===== src/rtl/key_matrix_scan.sv =====
// 4x8 key matrix scanner: walks an active-low column select, debounces 32 keys and queues events in a 4-deep FIFO.
// Optional feature macro KEY_SCAN_RELEASE_EVT_EN: when defined, release events are queued as well as presses.
module key_matrix_scan #(
  parameter int SCAN_DIV = 32768,
  parameter int DEBOUNCE = 4
) (
  input  logic        clk,
  input  logic        resx,
  output logic [3:0]  lcol,
  input  logic [7:0]  krow,
  output logic        key_valid,
  input  logic        key_ready,
  output logic [5:0]  key_code,
  output logic [31:0] key_state,
  output logic        overflow
);

  localparam int DW = $clog2(SCAN_DIV);
  localparam logic [DW-1:0] DIV_MAX = DW'(SCAN_DIV - 1);
  localparam logic [DW-1:0] PROC_END = DW'(8);
  localparam logic [2:0] DEB = 3'(DEBOUNCE);

  logic [7:0]    krow_meta, krow_sync;
  logic          active;
  logic [DW-1:0] div_cnt;
  logic [1:0]    col;
  logic [7:0]    samp;
  logic [1:0]    pcol;
  logic          proc_vld;
  logic [2:0]    dcnt [32];
  logic [5:0]    fifo_mem [4];
  logic [1:0]    wr_ptr, rd_ptr;
  logic [2:0]    count;

  logic [7:0] rows_s;
  logic       slot_end, proc_on, cur_state, mismatch, hit;
  logic       push_req, pop, full, push_ok, drop;
  logic [2:0] proc_row, cnt_inc;
  logic [4:0] key_idx;
  logic [5:0] evt_code;

  always_comb begin
    rows_s    = ~krow_sync;
    slot_end  = active && (div_cnt == DIV_MAX);
    proc_row  = div_cnt[2:0];
    proc_on   = proc_vld && (div_cnt < PROC_END);
    key_idx   = {pcol, proc_row};
    cur_state = key_state[key_idx];
    cnt_inc   = dcnt[key_idx] + 3'd1;
    mismatch  = samp[proc_row] != cur_state;
    hit       = proc_on && mismatch && (cnt_inc == DEB);
    evt_code  = {~cur_state, pcol, proc_row};
`ifdef KEY_SCAN_RELEASE_EVT_EN
    push_req  = hit;
`else
    push_req  = hit && !cur_state;
`endif
    key_valid = count != 3'd0;
    key_code  = fifo_mem[rd_ptr];
    pop       = key_valid && key_ready;
    full      = count == 3'd4;
    // A pop in the same cycle frees the head slot, so a full FIFO still accepts.
    push_ok   = push_req && (!full || pop);
    drop      = push_req && full && !pop;
    lcol      = active ? ~(4'b0001 << col) : 4'b1111;
  end

  always_ff @(posedge clk) begin
    if (!resx) begin
      krow_meta <= 8'hFF;
      krow_sync <= 8'hFF;
      active    <= 1'b0;
      div_cnt   <= '0;
      col       <= 2'd0;
      samp      <= 8'h00;
      pcol      <= 2'd0;
      proc_vld  <= 1'b0;
      key_state <= 32'h0;
      overflow  <= 1'b0;
      wr_ptr    <= 2'd0;
      rd_ptr    <= 2'd0;
      count     <= 3'd0;
      for (int i = 0; i < 32; i++) dcnt[i] <= 3'd0;
      for (int i = 0; i < 4; i++) fifo_mem[i] <= 6'h00;
    end else begin
      krow_meta <= krow;
      krow_sync <= krow_meta;
      active    <= 1'b1;
      if (active) begin
        if (slot_end) begin
          div_cnt  <= '0;
          col      <= col + 2'd1;
          samp     <= rows_s;
          pcol     <= col;
          proc_vld <= 1'b1;
        end else begin
          div_cnt <= div_cnt + 1'b1;
        end
      end
      if (proc_on) begin
        if (!mismatch) begin
          dcnt[key_idx] <= 3'd0;
        end else if (cnt_inc == DEB) begin
          dcnt[key_idx]      <= 3'd0;
          key_state[key_idx] <= ~cur_state;
        end else begin
          dcnt[key_idx] <= cnt_inc;
        end
      end
      if (push_ok) begin
        fifo_mem[wr_ptr] <= evt_code;
        wr_ptr           <= wr_ptr + 2'd1;
      end
      if (pop) rd_ptr <= rd_ptr + 2'd1;
      if (drop) overflow <= 1'b1;
      count <= count + {2'b00, push_ok} - {2'b00, pop};
    end
  end

endmodule


===== config.mk =====
export PLATFORM = sky130hd
export DESIGN_NAME = key_matrix_scan
export DESIGN_NICKNAME = d
export VERILOG_FILES = /design/src/rtl/key_matrix_scan.sv
export SDC_FILE = /design/constraint.sdc
export NUM_CORES = 1
export LEC_CHECK = 0
export ABC_AREA = 1
export CELL_PAD_IN_SITES_DETAIL_PLACEMENT = 0
export CELL_PAD_IN_SITES_GLOBAL_PLACEMENT = 1
export CORE_UTILIZATION = 49
export CTS_CLUSTER_SIZE = 25
export DETAILED_ROUTE_END_ITERATION = 7
export PLACE_DENSITY_LB_ADDON = 0.1
export REMOVE_ABC_BUFFERS = 1
export SLEW_MARGIN = 20
export SYNTH_ARGS = -nofsm -noshare
export SYNTH_HDL_FRONTEND = slang
export SYNTH_SLANG_ARGS = --single-unit

===== constraint.sdc =====
create_clock -name clk -period 6.7 [get_ports clk]
set_input_delay 2.01 -clock clk [delete_from_list [all_inputs] [get_ports clk]]
set_output_delay 2.01 -clock clk [all_outputs]
set_load 0.005 [all_outputs]

==> results of run 1 <==
power by group through the flow:
stage / combinational (mW) / clock (mW) / sequential [mW]
after detailed placement: 0.347 / 0 / 1.45
after global routing: 0.387 / 1.27 / 1.43
after CTS: 0.348 / 1.22 / 1.42
final: 0.345 / 1.20 / 1.42
after floorplan: 0.196 / 0 / 1.45
after global placement: 0.339 / 0 / 1.45
cells by family (layout without fill, tap and decap cells):
family / Yosys count / in the layout / synth area share, %
simple gates: 624 / 624 / 27.4
flops: 207 / 207 / 54.3
compound gates: 162 / 162 / 8.95
buf+inv: 160 / 193 / 7.01
fa+ha+maj: 13 / 13 / 1.73
xor+xnor: 6 / 6 / 0.534
cells in the mapped netlist (7+ instances only):
cell type,count,area share (%)
nand2_1,242,9.2
nor2_1,220,8.4
edfxtp_1,120,37
dfxtp_1,87,18
inv_1,83,3.2
a21oi_1,66,3.4
nand3_1,62,3.2
o21ai_0,56,2.8
nand4_1,41,2.6
clkbuf_1,38,1.5
o22ai_1,21,1.3
buf_2,17,0.86
nor3_1,16,0.81
or2_2,16,1.0
ha_1,12,1.5
nor2_2,12,0.76
buf_6,7,0.80
inv_2,7,0.27
layout make-up:
cell class                 instances  area [um^2]
fill                            1831         8460
multi-input combinational        805         3820
sequential                       207         5350
clock inverter                    10         75.1
inverter                          91          342
timing repair buffer              60          581
clock buffer                      32          639
tap                              265          332
worst max path at each step:
stage	startpoint	to	slack [ns]	depth (start not counted)
detailed placement	resx	dcnt[5][0]	1.89	6
global route	div_cnt[0]	count[2]	1.70	20
finish	div_cnt[0]	count[2]	2.01	20
floorplan	div_cnt[0]	count[2]	-0.01	17
CTS	div_cnt[0]	count[2]	2.02	20
global placement	div_cnt[0]	count[2]	2.01	20
worst max-delay path, stage by stage (launching register included):
cell and delay, ns:
dfxtp_2 0.32, inv_2 0.66, buf_4 0.47, o21ai_0 0.15, o22ai_1 0.27, nand2_1 0.08, nand2_1 0.09, a221oi_1 0.06
nand4_1 0.11, ha_1 0.15, ha_1 0.22, inv_1 0.09, nor2_4 0.38, nand3b_1 0.27, ha_1 0.35, inv_1 0.04
ha_1 0.18, fa_1 0.38, inv_1 0.08, o21ai_0 0.08, a21oi_1 0.15
per-layer routing:
layer  share of wire, %  track usage [%]
met5                  0                0
met4                1.5             6.27
met3                6.0             3.63
met2                 46             42.7
met1                 46             34.7
flip-flops by register name (all words and copies together), names as in the netlist, named ones only:
register / cells
dcnt: 96
key_state: 32
fifo_mem: 24
div_cnt: 15
krow_meta: 8
krow_sync: 8
samp: 8
count: 3
col: 2
pcol: 2
rd_ptr: 2
wr_ptr: 2
active: 1
overflow: 1
proc_vld: 1
==> impl_metrics.json, run 1 <==
{
  "final_cells": 1470,
  "power.share.combinational_pct": 11.6,
  "routedWlPerCell_um": 17.3,
  "maxSlewHeadroom_pct": 36.3,
  "grt_pass1_vias": 7640,
  "cts.hold.buffers_added": 0,
  "grt_pass1_wl_um": 40300,
  "end_kind": "register",
  "tightest_slew_ns": 0.945,
  "die_area_um2": 20600,
  "swShare_pct": 25.2,
  "min_to": "samp[0]",
  "r2r-start": "div_cnt[0]",
  "layout.nets": 1212,
  "cp_max_fo": 47,
  "wirelength_um": 25400,
  "cts_num_sinks": 207,
  "clk_pin_slew_worst_paths_ns": 0.06,
  "setup_violations": 0,
  "ys_types": 43,
  "rsz0062_at_grt": "false",
  "io_buffer_count": 54,
  "firstDrtPassIters": 8,
  "yosysSeqAreaShare_pct": 54.3,
  "synthCells": 1172,
  "hold_viol_final": 0,
  "period_share_pct": 70.0,
  "maxCapViolCount": 0,
  "placed_cells": 1428,
  "initial_core_util_pct": 50.2,
  "rr_worst_depth": 20,
  "cp-start-kind": "register",
  "avgSynthCellArea_um2": 8.39,
  "diodes": 0,
  "core-area_um2": 19600,
  "ctsResizeCount": 0,
  "fin_ws_ns": 2.01,
  "fin_util_pct": 56.8,
  "ys_seq_elements": 207,
  "p_leak_nw": 4.07,
  "final_cell_mix": "242 x nand2_1, 218 x nor2_1, 120 x edfxtp_1",
  "min_from": "krow_sync[0]",
  "clk-insertion-delay-late_ns": 0.51,
  "grt_max_degree": 72,
  "total_power_mw": 2.96,
  "r2r-end": "count[2]",
  "rows": 51,
  "synth_ff_type": "edfxtp_1",
  "htreeDepth": 1,
  "skew_ns": 0.0111,
  "place_worst_setup_slack_ns": 1.89,
  "clkPwrFrac_pct": 40.5,
  "synthArstFlopShare_pct": 0,
  "clk_path_buf_depth": 3,
  "grt-ovfl-total": 0,
  "grt_usage_pct": 25.5,
  "place_area_um2": 10400,
  "post-route-min-period_ns": 4.69,
  "cts_buffers": 23,
  "post_cts_buffers": 0,
  "path_class": "reg -> reg",
  "antenna_left": 0,
  "synth_edf_count": 120,
  "gp_congestion": 0.787,
  "holdPathStages": 1,
  "finalSetupTns_ns": 0,
  "dpl.hpwl_um": 15600,
  "design_area_um2": 11100,
  "p_int_mw": 2.22,
  "outcome": "completed",
  "pwr-share-seq_pct": 47.9,
  "p_sw_uw": 746,
  "required_ns": 7.13,
  "drtIter0Drc": 601,
  "holdCritPathClass": "reg -> reg",
  "power_density_nw_per_um2": 266,
  "r2r_setup_slack_ns": 2.01,
  "syn_to_final_growth_pct": 13.2,
  "worstPathArrival_ns": 5.12,
  "post_drt_via_cell_ratio": 5.44,
  "die_x_um": 144,
  "max_freq_ghz": 0.213,
  "syn_area_um2": 9840,
  "cts_tree": "built",
  "drive_above_1_share_pct": 7.39,
  "io_pins": 55,
  "cts_root_buffer": "clkbuf_16",
  "route.detailed.drc": 0,
  "via_count": 8004,
  "die_h_um": 144,
  "antenna_found_initial": 0,
  "fin_hold_ws_ns": 0.400,
  "maxSlewViolCount": 0,
  "layout_commonest_cell": "nand2_1",
  "ys_warn_count": 0,
  "irDropWorstVdd_uv": 212
}
Power figures use the tool's default switching activity.
==> run 2: changes to the inputs <==
--- a/config.mk
+++ b/config.mk
@@ -8,7 +8,7 @@
 export ABC_AREA = 1
 export CELL_PAD_IN_SITES_DETAIL_PLACEMENT = 0
 export CELL_PAD_IN_SITES_GLOBAL_PLACEMENT = 1
-export CORE_UTILIZATION = 49
+export CORE_UTILIZATION = 46
 export CTS_CLUSTER_SIZE = 25
 export DETAILED_ROUTE_END_ITERATION = 7
 export PLACE_DENSITY_LB_ADDON = 0.1
==> constraint.sdc (replaced) <==
create_clock -name clk -period 4.8 [get_ports clk]
set_input_delay 1.44 -clock clk [delete_from_list [all_inputs] [get_ports clk]]
set_output_delay 1.44 -clock clk [all_outputs]
set_load 0.005 [all_outputs]
==> run 2 against run 1 <==
Net effect:
- combinational power grew 40%
- register-to-register slack got worse by 1.0 ns
- largest power group unchanged
- clock skew barely moved
==> impl_metrics.json, run 2 (synthesized netlist as in run 1, its figures left out) <==
{
  "clk_pin_slew_worst_paths_ns": 0.06,
  "final_cell_mix": "242 x nand2_1, 218 x nor2_1, 120 x edfxtp_1",
  "maxSlewHeadroom_pct": 36.1,
  "fin_hold_ws_ns": 0.396,
  "end_kind": "register",
  "top_regs": "dcnt: 96 flops, key_state: 32 flops, fifo_mem: 24 flops",
  "holdCritPathClass": "reg -> reg",
  "firstDrtPassIters": 5,
  "initial_core_util_pct": 46.8,
  "wirelength_um": 25900,
  "path_class": "reg -> reg",
  "grt_max_degree": 95,
  "r2r-start": "div_cnt[0]",
  "largest_reg_flops": 96,
  "grt-ovfl-total": 0,
  "clkPwrFrac_pct": 41.5,
  "layout_commonest_cell": "nand2_1",
  "die_x_um": 148,
  "die_area_um2": 22000,
  "layout.nets": 1227,
  "rows": 53,
  "maxSlewViolCount": 0,
  "diodes": 0,
  "place_area_um2": 10600,
  "cp_max_fo": 52,
  "hold_viol_final": 0,
  "htreeDepth": 1,
  "cts_buffers": 25,
  "ctsResizeCount": 0,
  "via_count": 8081,
  "period_share_pct": 79.7,
  "worstPathArrival_ns": 4.27,
  "p_sw_mw": 1.06,
  "pwr-share-seq_pct": 47.0,
  "outcome": "completed",
  "post_drt_via_cell_ratio": 5.40,
  "cts_root_buffer": "clkbuf_16",
  "cts_num_sinks": 207,
  "post_cts_buffers": 0,
  "antenna_left": 0,
  "irDropWorstVdd_uv": 228,
  "io_buffer_count": 54,
  "p_leak_nw": 4.18,
  "min_from": "krow_sync[4]",
  "crit_start": "div_cnt[0]",
  "grt_usage_pct": 24.0,
  "skew_ns": 0.0115,
  "route.detailed.drc": 0,
  "post-route-min-period_ns": 3.82,
  "p_int_mw": 3.15,
  "cts_tree": "built",
  "grt_pass1_wl_um": 41600,
  "cp-start-kind": "register",
  "tightest_slew_ns": 0.949,
  "io_pins": 55,
  "max_freq_ghz": 0.261,
  "power.share.combinational_pct": 11.5,
  "die_h_um": 148,
  "gp_congestion": 0.803,
  "cts.hold.buffers_added": 0,
  "grt_pass1_vias": 7942,
  "drive_above_1_share_pct": 8.35,
  "required_ns": 5.25,
  "power_density_nw_per_um2": 371,
  "clk-insertion-delay-late_ns": 0.52,
  "syn_to_final_growth_pct": 15.3,
  "design_area_um2": 11300,
  "antenna_found_initial": 0,
  "largest-register": "dcnt",
  "core-area_um2": 21000,
  "drtIter0Drc": 505,
  "clk_path_buf_depth": 3,
  "setup_violations": 0,
  "rsz0062_at_grt": "false",
  "swShare_pct": 25.2,
  "dpl.hpwl_um": 16600,
  "routedWlPerCell_um": 17.3,
  "maxCapViolCount": 0
}
-- run 2: cell types whose count changed in the layout (fill, tap and decap cells not counted), moves of 2 or more --
cell | previous run | this run
buf_12 | 0 | 5
buf_4 | 6 | 14
clkbuf_1 | 6 | 9
clkbuf_16 | 23 | 25
clkinv_2 | 5 | 1
-- run 2: stage by stage --
step	instances	TNS [ns]	total power [mW]	util, %	setup WS (ns)
2_1_floorplan	1103	-94.29	2.29	-	-1.91
4_1_cts	1497	0	4.24	54.0	0.969
6_report	1497	0	4.21	54.0	0.976
3_5_place_dp	1451	0	2.50	50.4	0.999
3_3_place_gp	1451	0	2.50	50.4	1.05
5_1_grt	1497	0	4.37	54.0	0.707
-- run 2: critical path: stages, from the launching register on --
cell      delay (ns)
dfxtp_2         0.34
inv_2           0.35
buf_12          0.32
o21ai_0         0.12
o22ai_1         0.30
nand2_1         0.08
nand2_1         0.09
a221oi_1        0.05
nand4_1         0.10
ha_1            0.15
ha_1            0.21
inv_1           0.09
nor2_4          0.13
nand3b_1        0.20
ha_1            0.33
inv_1           0.04
ha_1            0.18
fa_1            0.37
inv_1           0.07
o21ai_0         0.08
a21oi_1         0.14
-- run 2: final timing paths --
kind | end | slack, ns | depth (start not counted)
worst max-delay path | count[2] | 0.98 | 20
worst min-delay path | samp[4] | 0.40 | 1
worst max register to register | count[2] | 0.98 | 20
worst min register to register | samp[4] | 0.40 | 1
-- run 2: cell type report --
| class | instances | area [um^2] |
|---|---|---|
| clock inverter | 7 | 37.5 |
| clock buffer | 39 | 722 |
| timing repair buffer | 73 | 741 |
| inverter | 91 | 342 |
| multi-input combinational | 805 | 3810 |
| fill | 1982 | 9680 |
| sequential | 207 | 5350 |
| tap | 275 | 344 |
-- run 2: power groups by stage --
stage	logic, mW	clock network, mW	registers [mW]
6_report	0.483	1.75	1.98
5_1_grt	0.540	1.83	1.99
4_1_cts	0.485	1.77	1.98
3_5_place_dp	0.480	0	2.02
3_3_place_gp	0.478	0	2.02
2_1_floorplan	0.273	0	2.02
-- run 2: routing by layer --
metal | GRT usage (%) | part of all wire (%) | vias to the layer above
li1 | - | - | 3984
met1 | 33.5 | 46 | 3847
met2 | 39.6 | 47 | 213
met3 | 2.64 | 5.1 | 37
met4 | 6.55 | 1.8 | 0
met5 | 0 | 0 | -
